### src/rtl/ppu_vram_arb.sv
// PPU VRAM arbiter: render fetches win over a one-entry CPU buffer, bounded by a starvation limit.
// Optional stall statistics output enabled by defining PPU_VRAM_ARB_STATS_EN.
module ppu_vram_arb #(
  parameter int unsigned STARVE_LIMIT = 8
) (
  input  logic        clk,
  input  logic        rst_n,
  input  logic        rnd_req,
  input  logic [13:0] rnd_addr,
  output logic        rnd_ack,
  output logic        rnd_rvalid,
  output logic [7:0]  rnd_rdata,
  input  logic        cpu_req,
  input  logic        cpu_wr,
  input  logic [13:0] cpu_addr,
  input  logic [7:0]  cpu_wdata,
  output logic        cpu_busy,
  output logic        cpu_ack,
  output logic        cpu_rvalid,
  output logic [7:0]  cpu_rdata,
  output logic        cpu_ovf,
  output logic [13:0] mem_addr,
  output logic        mem_wr,
  output logic [7:0]  mem_din,
  input  logic [7:0]  mem_dout
`ifdef PPU_VRAM_ARB_STATS_EN
  ,
  output logic [15:0] cpu_stall_cnt
`endif
);

  localparam logic [7:0] LIMIT = 8'(STARVE_LIMIT);

  logic        buf_wr;
  logic [13:0] buf_addr;
  logic [7:0]  buf_wdata;
  logic [7:0]  starve_cnt;
  logic [13:0] addr_q;
  logic        rd_pend;
  logic        rd_tag;
  logic [7:0]  cpu_rdata_q;
  logic        rnd_grant;
  logic        cpu_grant;

  // Grants are gated by rst_n so every output reads zero while reset is held.
  assign rnd_grant = rst_n & rnd_req & (starve_cnt < LIMIT);
  assign cpu_grant = rst_n & ~rnd_grant & cpu_busy;

  assign rnd_ack  = rnd_grant;
  assign cpu_ack  = cpu_grant;
  assign cpu_ovf  = cpu_req & cpu_busy;
  assign mem_addr = rnd_grant ? rnd_addr : (cpu_grant ? buf_addr : addr_q);
  assign mem_wr   = cpu_grant & buf_wr;
  assign mem_din  = cpu_grant ? buf_wdata : 8'h00;

  // rd_tag: 0 = render, 1 = CPU; steers the synchronous memory read data.
  assign rnd_rvalid = rd_pend & ~rd_tag;
  assign cpu_rvalid = rd_pend & rd_tag;
  assign rnd_rdata  = rnd_rvalid ? mem_dout : 8'h00;
  assign cpu_rdata  = cpu_rvalid ? mem_dout : cpu_rdata_q;

  always_ff @(posedge clk or negedge rst_n) begin
    if (!rst_n) begin
      cpu_busy    <= 1'b0;
      buf_wr      <= 1'b0;
      buf_addr    <= '0;
      buf_wdata   <= '0;
      starve_cnt  <= '0;
      addr_q      <= '0;
      rd_pend     <= 1'b0;
      rd_tag      <= 1'b0;
      cpu_rdata_q <= '0;
    end else begin
      addr_q      <= mem_addr;
      rd_pend     <= rnd_grant | (cpu_grant & ~buf_wr);
      rd_tag      <= cpu_grant;
      cpu_rdata_q <= cpu_rdata;

      if (cpu_grant) begin
        cpu_busy <= 1'b0;
      end else if (cpu_req && !cpu_busy) begin
        cpu_busy  <= 1'b1;
        buf_wr    <= cpu_wr;
        buf_addr  <= cpu_addr;
        buf_wdata <= cpu_wdata;
      end

      if (!cpu_busy || cpu_grant)
        starve_cnt <= '0;
      else if (rnd_grant)
        starve_cnt <= starve_cnt + 8'd1;
    end
  end

`ifdef PPU_VRAM_ARB_STATS_EN
  always_ff @(posedge clk or negedge rst_n) begin
    if (!rst_n)
      cpu_stall_cnt <= '0;
    else if (cpu_busy && !cpu_grant && cpu_stall_cnt != 16'hFFFF)
      cpu_stall_cnt <= cpu_stall_cnt + 16'd1;
  end
`endif

endmodule

### config.mk
export PLATFORM = sky130hd
export DESIGN_NAME = ppu_vram_arb
export DESIGN_NICKNAME = d
export VERILOG_FILES = /design/src/rtl/ppu_vram_arb.sv
export SDC_FILE = /design/constraint.sdc
export NUM_CORES = 1
export LEC_CHECK = 0
export CAP_MARGIN = 30
export CORE_MARGIN = 5
export CORE_UTILIZATION = 40
export CTS_CLUSTER_DIAMETER = 30
export DETAILED_ROUTE_END_ITERATION = 8
export GPL_TIMING_DRIVEN = 0
export PLACE_DENSITY_LB_ADDON = 0.15
export SYNTH_ARGS = -nofsm -noshare
export SYNTH_HDL_FRONTEND = slang
export SYNTH_SLANG_ARGS = --single-unit
### constraint.sdc
create_clock -name clk -period 1.7 [get_ports clk]
set_input_delay 0.17 -clock clk [delete_from_list [all_inputs] [get_ports clk]]
set_output_delay 0.17 -clock clk [all_outputs]
set_load 0.1 [all_outputs]
Word-level counts from Yosys, hierarchy flattened. Cells that the tools add are included. Widths: inputs -> output; s select.

Order comparisons: 1. $add $sub $neg: 1. Reduce and logical (&&, ||, !) cells: 6. Bitwise logic cells: 14. Multiplexer cells: 9.

Operator list (number): $mux 8 (5); $mux 14 (2); $and 1x1->1 (9); $add 8x1->8 const B (1); $lt 8x4->1 const B (1); $not 1->1 (4); $reduce_bool 2->1 (2); $mux 1 (2); $reduce_and 2->1 (1); $logic_and 1x1->1 (1); $logic_not 1->1 (1); $logic_or 1x1->1 (1); $or 1x1->1 (1).

Word-level logic and storage cells: 40. Bits of input ports: 49. Register bits after elaboration: 56.

Longest topological paths before layout. Gate-level depths: netlist (run 1).

Depth in word-level cells: 7. Mapped depth: 6. Mapped depth without buffers: 4.

Worst setup path after synthesis (run 1). Ideal clock, no wire load.

Path type: register to output. Start: reg starve_cnt[6]. End: out rnd_ack. Path slack: -1.233 ns. Required time: 1.530 ns. Cell stages (with the launch flop): 7. Arrival: 2.763 ns. Cell sequence: dfrtp_1 or4b_1 buf_6 or2_1 buf_6 buf_6 nor2_1.

Word-level cells in the longest chain between the ends: 2.

RTL lines: start, declared (RTL line 37) `logic [7:0] starve_cnt;`; start signal, assigned (RTL line 91) `starve_cnt <= starve_cnt + 8'd1;`; $lt 8x4->1 (RTL line 46) `assign rnd_grant = rst_n & rnd_req & (starve_cnt < LIMIT);`; $and 1x1->1 (RTL line 46); end, declared (RTL line 10) `output logic rnd_ack,`.

No other way between the ends.

Final worst setup path (run 1).
Start: reg starve_cnt[6]. End: out mem_addr[7].

Word-level cells in the longest chain between the ends: 7.

RTL lines: $lt 8x4->1 * (RTL line 46); $and 1x1->1 * (RTL line 46); $not 1->1 (RTL line 47) `assign cpu_grant = rst_n & ~rnd_grant & cpu_busy;`; $and 1x1->1 (2 in series) (RTL line 47); $mux 14 (RTL line 52) `assign mem_addr = rnd_grant ? rnd_addr : (cpu_grant ? buf_addr : addr_q);`; $mux 14 * (RTL line 52); end, declared (RTL line 22) `output logic [13:0] mem_addr,`.

Every way passes the cells marked *; elsewhere a longest branch is shown, timed or not.

==> results of run 1 <==
==> power by group through the flow <==
stage	registers, mW	logic, mW	clock network (mW)
finish	1.73	2.71	0.761
floorplan	1.74	1.90	0
CTS	1.73	2.70	0.786
global route	1.76	2.82	0.831
detailed placement	1.76	2.45	0
global placement	1.74	2.42	0
==> final cells by class <==
| class | instances | area (um2) |
|---|---|---|
| Multi-Input combinational cell | 127 | 1330 |
| Fill cell | 480 | 1870 |
| Sequential cell | 56 | 1410 |
| Buffer | 17 | 164 |
| Tap cell | 77 | 96.3 |
| Timing Repair Buffer | 110 | 1370 |
| Clock inverter | 2 | 10.0 |
| Inverter | 16 | 60.1 |
| Clock buffer | 6 | 82.6 |
==> worst paths after layout <==
path,endpoint,slack (ps),cells after the start
worst max-delay path,mem_addr[7],-770,7
worst min-delay path,buf_addr[0],20,3
worst max register to register,addr_q[6],-430,7
worst min register to register,starve_cnt[4],500,1
max in group asynchronous,addr_q[11],960,4
min in group clk,starve_cnt[7],430,4
==> cell usage after synthesis (2+ instances only) <==
library cell,n,area share (%)
buf_6,4,1.7
and2_1,15,3.5
o221ai_2,14,7.9
inv_1,16,2.3
o21a_1,3,0.85
clkbuf_1,12,1.7
mux2_2,31,13
dfrtp_1,56,53
o211ai_1,14,4.0
nand2b_1,2,0.47
and3_1,9,2.1
nor2_1,2,0.28
nor2b_1,6,1.4
a21oi_2,2,0.66
nand2_1,18,2.6
==> stage by stage <==
stage	instances	setup TNS (ps)	util (%)	hold WS, ps	instance area, um2
CTS	409	-21950	69.6	20.9	4440
global route	411	-23660	70.7	33.7	4510
detailed placement	388	-60260	62.2	249	3970
finish	411	-21530	70.7	17.0	4510
floorplan	217	-19080	-	-126	2930
global placement	387	-245520	62.0	460	3960
==> routing by layer <==
layer | GRT usage [%] | up-vias
li1 | - | 988
met1 | 22.7 | 1029
met2 | 28.1 | 66
met3 | 3.55 | 4
met4 | 3.67 | 0
met5 | 0 | -
==> critical path: stages (launching register included) <==
cell      delay [ps]
dfrtp_1          390
or4b_1           530
buf_6            150
or2_1            210
buf_6            150
buf_12           160
o221ai_4         180
buf_12           210
==> logic make-up (layout without fill, tap and decap cells) <==
family / after synthesis / after routing / synth area share [%]
multiplexers: 31 / 31 / 13.2
AND/OR/NAND/NOR: 58 / 58 / 12.0
buffers and inverters: 34 / 151 / 6.38
AO/OA/AOI/OAI: 37 / 37 / 15.1
adder cells (fa/ha/maj): 1 / 1 / 0.473
flip-flops: 56 / 56 / 52.9
==> flip-flops by register name (all words and copies together), names as in the netlist <==
| name | cells |
|---|---|
| buf_wr | 1 |
| rd_tag | 1 |
| cpu_rdata_q | 8 |
| starve_cnt | 8 |
| buf_addr | 14 |
| cpu_busy | 1 |
| rd_pend | 1 |
| addr_q | 14 |
| buf_wdata | 8 |
==> timing repair <==
item,in CTS,in global routing
hold buffers,4,0
pin swaps,6,3
endpoints found under the setup margin,63,73
buffers inserted,8,3
gates cloned,1,0
endpoints found under the hold margin,26,0
resized for setup,348,18
==> impl_metrics.py, run 1 <==
metrics = {
    "timing": {
        "hold_viol": 0,
        "tightest_slew_ps": 555,
        "slew_headroom_pct": 63.2,
        "rsz0062_at_grt": "true",
        "setup_ws_ps": -772,
        "period_share_pct": 145,
        "max_freq_mhz": 404,
        "period_needed_ps": 2470,
        "setup_viol": 43,
        "fin_worst_skew_ps": 5.94,
        "slew_violations": 0,
    },
    "die": {
        "ios": 94,
        "die_height_um": 91.4,
        "die_w_um": 91.4,
        "core_area_um2": 6390,
        "initial_utilization_pct": 41.5,
        "fp-row-count": 29,
        "die_area_um2": 8350,
    },
    "routing": {
        "drt-pass1-iter-count": 4,
        "routed_via_density": 5.08,
        "highest_layer": "met4",
        "dr_total_vias": 2087,
        "drc": 0,
        "ant_nets": 0,
        "wl_met3_um": 302,
        "wl_met1_mm": 3.02,
        "post_drt_wl_per_cell_um": 16.5,
        "dr.first_iter.drc_count": 68,
        "dr_wl_met2_mm": 3.44,
        "wirelength_mm": 6.78,
    },
    "grt": {
        "grt_overflow_total": 0,
        "grt_pass1_vias": 2243,
        "antenna_found_initial": 0,
        "grt_max_degree": 31,
        "grt_pass1_wl_mm": 11.5,
        "grt_util_all_layers_pct": 16.9,
    },
    "layout": {
        "finalNetCount": 383,
        "antennaDiodeCount": 0,
        "drive_gt1_share_pct": 46.7,
        "final_common_cell": "dfrtp_1",
        "layout_common_cells": "dfrtp_1 (55), clkdlybuf4s50_1 (47), buf_12 (32), mux2_2 (31)",
        "area_growth_pct": 70.5,
    },
    "clock_network": {
        "cts_buffers": 5,
        "tritoncts": "yes",
        "cts_sinks": 56,
        "clock_path_buffers": 2,
        "clkTransAtPathRegs_ps": 100,
        "cts.htree.levels": 2,
        "root_buffer": "clkbuf_8",
        "worstSkewPairLatency_ps": 310,
    },
    "pwr": {
        "p_int_mw": 2.92,
        "p_seq_share_pct": 33.2,
        "power.switching_mw": 2.28,
        "power_per_cell_area_nw_per_um2": 1150,
        "p_comb_share_pct": 52.1,
        "peakVddDrop_mv": 0.900,
        "cellLeakagePower_nw": 1.93,
        "swShare_pct": 43.9,
        "power.share.clock_pct": 14.6,
        "p_total_mw": 5.20,
    },
    "placement": {
        "place_congestion": 0.772,
        "dp_slack_ps": -1770,
        "hpwl_mm": 4.79,
        "io_buffers": 93,
    },
    "yosys": {
        "synth-seq-cells": 56,
        "yosysSeqAreaShare_pct": 52.9,
        "synth_area_um2": 2650,
        "syn_inst": 217,
        "synthArstFlopShare_pct": 100,
        "ys.flop_type": "dfrtp_1",
        "yosysUniqueCellTypes": 28,
        "syn_nets": 267,
        "synth_edf_count": 0,
        "yosys_warnings": 0,
        "syn_area_per_cell_um2": 12.2,
    },
    "setup_path": {
        "worstReg2RegStart": "starve_cnt[6]",
        "worst_setup_path_start_kind": "flop",
        "critPathRequiredTime_ps": 1530,
        "crit_start": "starve_cnt[6]",
        "cp-end-kind": "output port",
        "critPathMaxFanout": 9,
        "crit_type": "flop to output port",
        "arrival_ps": 2300,
    },
    "outcome": {
        "violations": "negative setup slack",
        "status": "complete, but fails checks",
    },
    "worst_hold_path": {
        "hp-class": "input port to asynchronous set/reset pin",
    },
    "flow_run": {
        "cap_viol_max_count": 0,
    },
}
(Power assumes the default switching activity.)
==> run 2, diff against run 1 <==
Settings changed: PLACE_DENSITY set to 0.75, PLACE_DENSITY_LB_ADDON 0.15 to unset, REMOVE_ABC_BUFFERS set to 1.
==> run 2 against run 1 <==
  * First-iteration DRC count rose by 7.4%
  * Wire length up 2.4%
  * Register-to-register slack gained 250 ps
  * Combinational power is essentially flat
  * Critical endpoint is now mem_addr[9]
  * Core utilization fell by 1.9 points
  * Clock power is 2% higher
  * Sequential share of layout area up 0.85 points
  * Clock skew is 4.4 ps higher
  * Worst hold slack got worse by 160 ps
  * The run ends with negative hold slack, negative setup slack left
  * Sequential power is essentially flat
==> impl_metrics.py, run 2 (synthesis results as in run 1) <==
metrics = {
    "timing": {
        "tightest_slew_ps": 666,
        "setup_viol": 43,
        "fin_worst_skew_ps": 10.4,
        "rsz0062_at_grt": "true",
        "slew_violations": 0,
        "max_freq_mhz": 422,
        "hold_viol": 56,
        "tns_ps": -17080,
        "period_share_pct": 139,
        "slew_headroom_pct": 55.6,
        "hold-worst-slack_ps": -141,
        "period_needed_ps": 2370,
        "setup_ws_ps": -671,
    },
    "flow_run": {
        "cap_viol_max_count": 0,
    },
    "grt": {
        "grt_overflow_total": 0,
        "antenna_found_initial": 0,
        "grt_max_degree": 82,
        "grt_pass1_vias": 2226,
        "grt_pass1_wl_mm": 11.5,
        "grt_util_all_layers_pct": 17.1,
    },
    "layout": {
        "final_common_cell": "dfrtp_1",
        "reg_top3": "addr_q: 14 flops, buf_addr: 14 flops",
        "num-fill-cells": 461,
        "area_growth_pct": 66.0,
        "drive_gt1_share_pct": 44.7,
        "fin_area_um2": 4390,
        "antennaDiodeCount": 0,
        "finalNonFillerCells": 395,
        "regArea_um2": 1410,
        "multi_input_area_um2": 1300,
        "layout_common_cells": "dfrtp_1 (53), clkdlybuf4s50_1 (47), mux2_2 (31), buf_12 (27), nand2_1 (17)",
        "final_core_util_pct": 68.8,
        "finalNetCount": 367,
    },
    "pwr": {
        "p_seq_share_pct": 33.4,
        "p_total_mw": 5.21,
        "power.switching_mw": 2.29,
        "peakVddDrop_mv": 0.821,
        "p_int_mw": 2.92,
        "p_comb_share_pct": 51.7,
        "cellLeakagePower_nw": 1.86,
        "power_per_cell_area_nw_per_um2": 1190,
        "swShare_pct": 44.0,
        "power.share.clock_pct": 14.9,
    },
    "die": {
        "ios": 94,
        "core_area_um2": 6390,
        "initial_utilization_pct": 41.5,
        "die_height_um": 91.4,
        "die_area_um2": 8350,
        "fp-row-count": 29,
        "die_w_um": 91.4,
    },
    "clock_network": {
        "cts_sinks": 56,
        "clkTransAtPathRegs_ps": 100,
        "cts.htree.levels": 2,
        "root_buffer": "clkbuf_8",
        "worstSkewPairLatency_ps": 310,
        "clock_path_buffers": 2,
        "cts_buffers": 5,
        "tritoncts": "yes",
    },
    "placement": {
        "dp_slack_ps": -2130,
        "io_buffers": 93,
        "place_congestion": 0.686,
        "placedCellCount": 371,
        "place_area_um2": 3610,
        "hpwl_mm": 4.17,
    },
    "setup_path": {
        "crit_type": "flop to output port",
        "critPathRequiredTime_ps": 1530,
        "arrival_ps": 2200,
        "critPathMaxFanout": 8,
        "cp-end-kind": "output port",
        "worst_setup_path_start_kind": "flop",
    },
    "routing": {
        "wirelength_mm": 6.94,
        "drc": 0,
        "dr.first_iter.drc_count": 73,
        "ant_nets": 0,
        "post_drt_wl_per_cell_um": 17.6,
        "routed_via_density": 5.23,
        "dr_total_vias": 2067,
        "drt-pass1-iter-count": 4,
    },
    "outcome": {
        "violations": "negative hold slack, negative setup slack",
        "status": "complete, but fails checks",
    },
    "worst_hold_path": {
        "hp-class": "input port to asynchronous set/reset pin",
    },
}
[run 2: critical path: stages, from the launching register on]
cell      delay, ps
dfrtp_1         380
or4b_4          600
or2_4           340
buf_16          170
o221ai_4        180
buf_12          210
[run 2: timing repair]
action,4_1_cts,5_1_grt
gates resized for setup,364,27
pin swaps,11,4
endpoints found under the setup margin,66,81
gates cloned,4,1
setup buffers,10,1
hold endpoints to repair,56,56
[run 2: cell type report]
type / instances / share of cell area [%]
multi-input cells: 129 / 29.7
clock inverters: 2 / 0.313
inverters: 16 / 1.37
clock buffers: 6 / 1.88
well taps: 77 / 2.19
repair buffers: 109 / 32.6
flip-flops and latches: 56 / 32.0
[run 2: final timing paths]
| check | from | slack [ps] | depth (start not counted) | to |
|---|---|---|---|---|
| min in group clk | rst_n | 430 | 2 | starve_cnt[3] |
| worst max register to register | starve_cnt[6] | -180 | 6 | cpu_busy |
| max in group asynchronous | rst_n | 1340 | 1 | cpu_busy |
| worst min-delay path | rst_n | -140 | 1 | addr_q[5] |
| worst max-delay path | starve_cnt[6] | -670 | 5 | mem_addr[9] |
| worst min register to register | starve_cnt[6] | 490 | 1 | starve_cnt[6] |
[run 2: power by group through the flow]
stage	logic, mW	registers, mW	clock network [mW]
finish	2.69	1.74	0.778
CTS	2.59	1.73	0.806
global route	2.80	1.78	0.869
floorplan	1.70	1.74	0
global placement	2.22	1.73	0
detailed placement	2.25	1.75	0
[run 2: routing by layer]
layer  wire length [um]  part of all wire (%)  GRT usage (%)  up-vias
met3                468                   6.7           6.20        7
met1               2860                    41           21.0     1037
met5                  0                     0              0        -
met2               3540                    51           28.5       64
met4                 69                  0.99           4.52        0
li1                   -                     -              -      959
==> run 3, diff against run 2 <==
Settings changed: CTS_CLUSTER_SIZE set to 10.
Clock period 1.7 ns to 2 ns, I/O delays scaled along.
==> run 3 against run 2 <==
  * The run still ends with negative hold slack, negative setup slack left
  * Sequential share of layout area is 0.74 points higher
  * Clock skew is 1.8 ps higher
  * First-iteration DRC count is 8.2% higher
  * Clock power is 15% lower
  * Worst setup slack better by 280 ps
  * Sequential power is 16% lower
  * Total power is 17% lower
  * Clock-buffer cell count stayed put
  * Cell count is 0.51% lower
  * Sequential cell count stayed put
  * Register-to-register slack better by 260 ps
  * Core utilization is 1.7 points lower
  * Critical endpoint unchanged
  * Largest cell class is now registers
==> impl_metrics.py, run 3 (synthesis results as in run 1) <==
metrics = {
    "clock_network": {
        "clkTransAtPathRegs_ps": 100,
        "cts_sinks": 56,
        "cts.htree.levels": 2,
        "root_buffer": "clkbuf_8",
        "cts_buffers": 5,
        "tritoncts": "yes",
        "clock_path_buffers": 2,
        "worstSkewPairLatency_ps": 310,
    },
    "routing": {
        "dr.first_iter.drc_count": 79,
        "drc": 0,
        "routed_via_density": 5.19,
        "drt-pass1-iter-count": 4,
        "post_drt_wl_per_cell_um": 17.3,
        "wirelength_mm": 6.79,
        "ant_nets": 0,
        "dr_total_vias": 2040,
    },
    "worst_hold_path": {
        "hp-class": "input port to asynchronous set/reset pin",
    },
    "grt": {
        "grt_pass1_vias": 2212,
        "busiest_layer": "met2",
        "antenna_found_initial": 0,
        "grt_util_all_layers_pct": 17.1,
        "grt_max_degree": 82,
        "grt_overflow_total": 0,
        "use_met3_pct": 5.79,
        "met1_usage_pct": 21.0,
        "grtUsageMet2_pct": 29.1,
        "grt_pass1_wl_mm": 11.5,
    },
    "setup_path": {
        "arrival_ps": 2190,
        "path_buf_inv": 2,
        "cp-end-kind": "output port",
        "path_cells": "or4b_4 > or2_4 > buf_16 > o221ai_4 > buf_12",
        "critPathRequiredTime_ps": 1800,
        "crit_type": "flop to output port",
        "worst_setup_path_start_kind": "flop",
        "rrSetupSlack_ps": 80,
        "crit_slowest_cell": "or4b_4",
        "critPathMaxFanout": 8,
        "cpLargestDelayFamily": "simple AND/OR/NAND/NOR gates",
        "cpPeakStageDelay_ps": 600,
    },
    "timing": {
        "rsz0062_at_grt": "true",
        "fin_worst_skew_ps": 12.1,
        "tightest_slew_ps": 662,
        "period_needed_ps": 2390,
        "setup_ws_ps": -392,
        "setup_viol": 25,
        "hold-worst-slack_ps": -116,
        "slew_violations": 0,
        "hold_viol": 56,
        "period_share_pct": 120,
        "slew_headroom_pct": 55.8,
        "max_freq_mhz": 418,
    },
    "placement": {
        "io_buffers": 93,
        "place_congestion": 0.686,
        "hpwl_mm": 4.17,
        "dp_slack_ps": -1890,
    },
    "pwr": {
        "cellLeakagePower_nw": 1.81,
        "power_per_cell_area_nw_per_um2": 1010,
        "peakVddDrop_mv": 0.611,
    },
    "outcome": {
        "violations": "negative hold slack, negative setup slack",
        "status": "complete, but fails checks",
    },
    "layout": {
        "layout_common_cells": "dfrtp_1 (56), clkdlybuf4s50_1 (47), mux2_2 (31), buf_12 (27), nand2_1 (18)",
        "final_core_util_pct": 67.1,
        "drive_gt1_share_pct": 42.4,
        "antennaDiodeCount": 0,
        "final_common_cell": "dfrtp_1",
        "reg_top3": "addr_q: 14 flops, buf_addr: 14 flops",
        "finalNetCount": 365,
        "area_growth_pct": 61.8,
    },
    "flow_run": {
        "cap_viol_max_count": 0,
    },
    "die": {
        "ios": 94,
        "die_height_um": 91.4,
        "fp-row-count": 29,
        "initial_utilization_pct": 41.5,
        "die_w_um": 91.4,
        "core_area_um2": 6390,
        "die_area_um2": 8350,
    },
}
==> run 3: timing repair <==
item | in CTS | in global routing
setup buffers | 10 | 0
pin swaps | 10 | 4
endpoints found under the setup margin | 63 | 26
hold endpoints to repair | 56 | 56
gates resized for setup | 346 | 3
gates cloned | 4 | 0
==> run 3: through the flow <==
step	hold slack [ps]	power (mW)	cells	instance area, um2	setup TNS [ps]
2_1_floorplan	-95.6	2.92	199	2540	-57830
3_3_place_gp	461	3.36	369	3570	-278740
3_5_place_dp	388	3.40	371	3610	-62550
4_1_cts	-91.6	4.35	393	4270	-10090
5_1_grt	-67.6	4.52	393	4280	-10500
6_report	-116	4.32	393	4280	-8720
==> run 3: final timing paths <==
| kind | from | to | cells after the start |
|---|---|---|---|
| setup / recovery | starve_cnt[6] | mem_addr[9] | 5 |
| hold / removal | rst_n | addr_q[2] | 1 |
| setup reg to reg | starve_cnt[6] | cpu_busy | 6 |
| hold reg to reg | starve_cnt[6] | starve_cnt[6] | 1 |
| max in group asynchronous | rst_n | starve_cnt[6] | 1 |
| min in group clk | rst_n | starve_cnt[3] | 2 |
==> run 3: power breakdown <==
part | internal, mW | total (mW) | switching, mW
registers | 1.37 | 1.47 | 0.101
logic | 0.747 | 2.19 | 1.45
clock network | 0.284 | 0.662 | 0.377
total | 2.40 | 4.32 | 1.92
==> run 3: worst register-to-register path, stage by stage, from the launching register on <==
cell and delay (ps):
dfrtp_1 380, or4b_4 600, or2_4 340, buf_16 180, buf_4 140, buf_4 130
a21oi_2 90
==> run 3: area by class of cell <==
class,instances,area [um2]
multi-input cells,128,1270
clock inverters,2,13.8
inverters,16,60.1
clock buffers,6,82.6
flip-flops and latches,56,1400
fillers,465,2100
repair buffers,108,1360
well taps,77,96.3
==> run 3: per-layer routing <==
| metal | share of wire, % | routed length (um) |
|---|---|---|
| met4 | 0.90 | 61 |
| met1 | 41 | 2760 |
| met3 | 7.4 | 506 |
| met2 | 51 | 3470 |
| met5 | 0 | 0 |
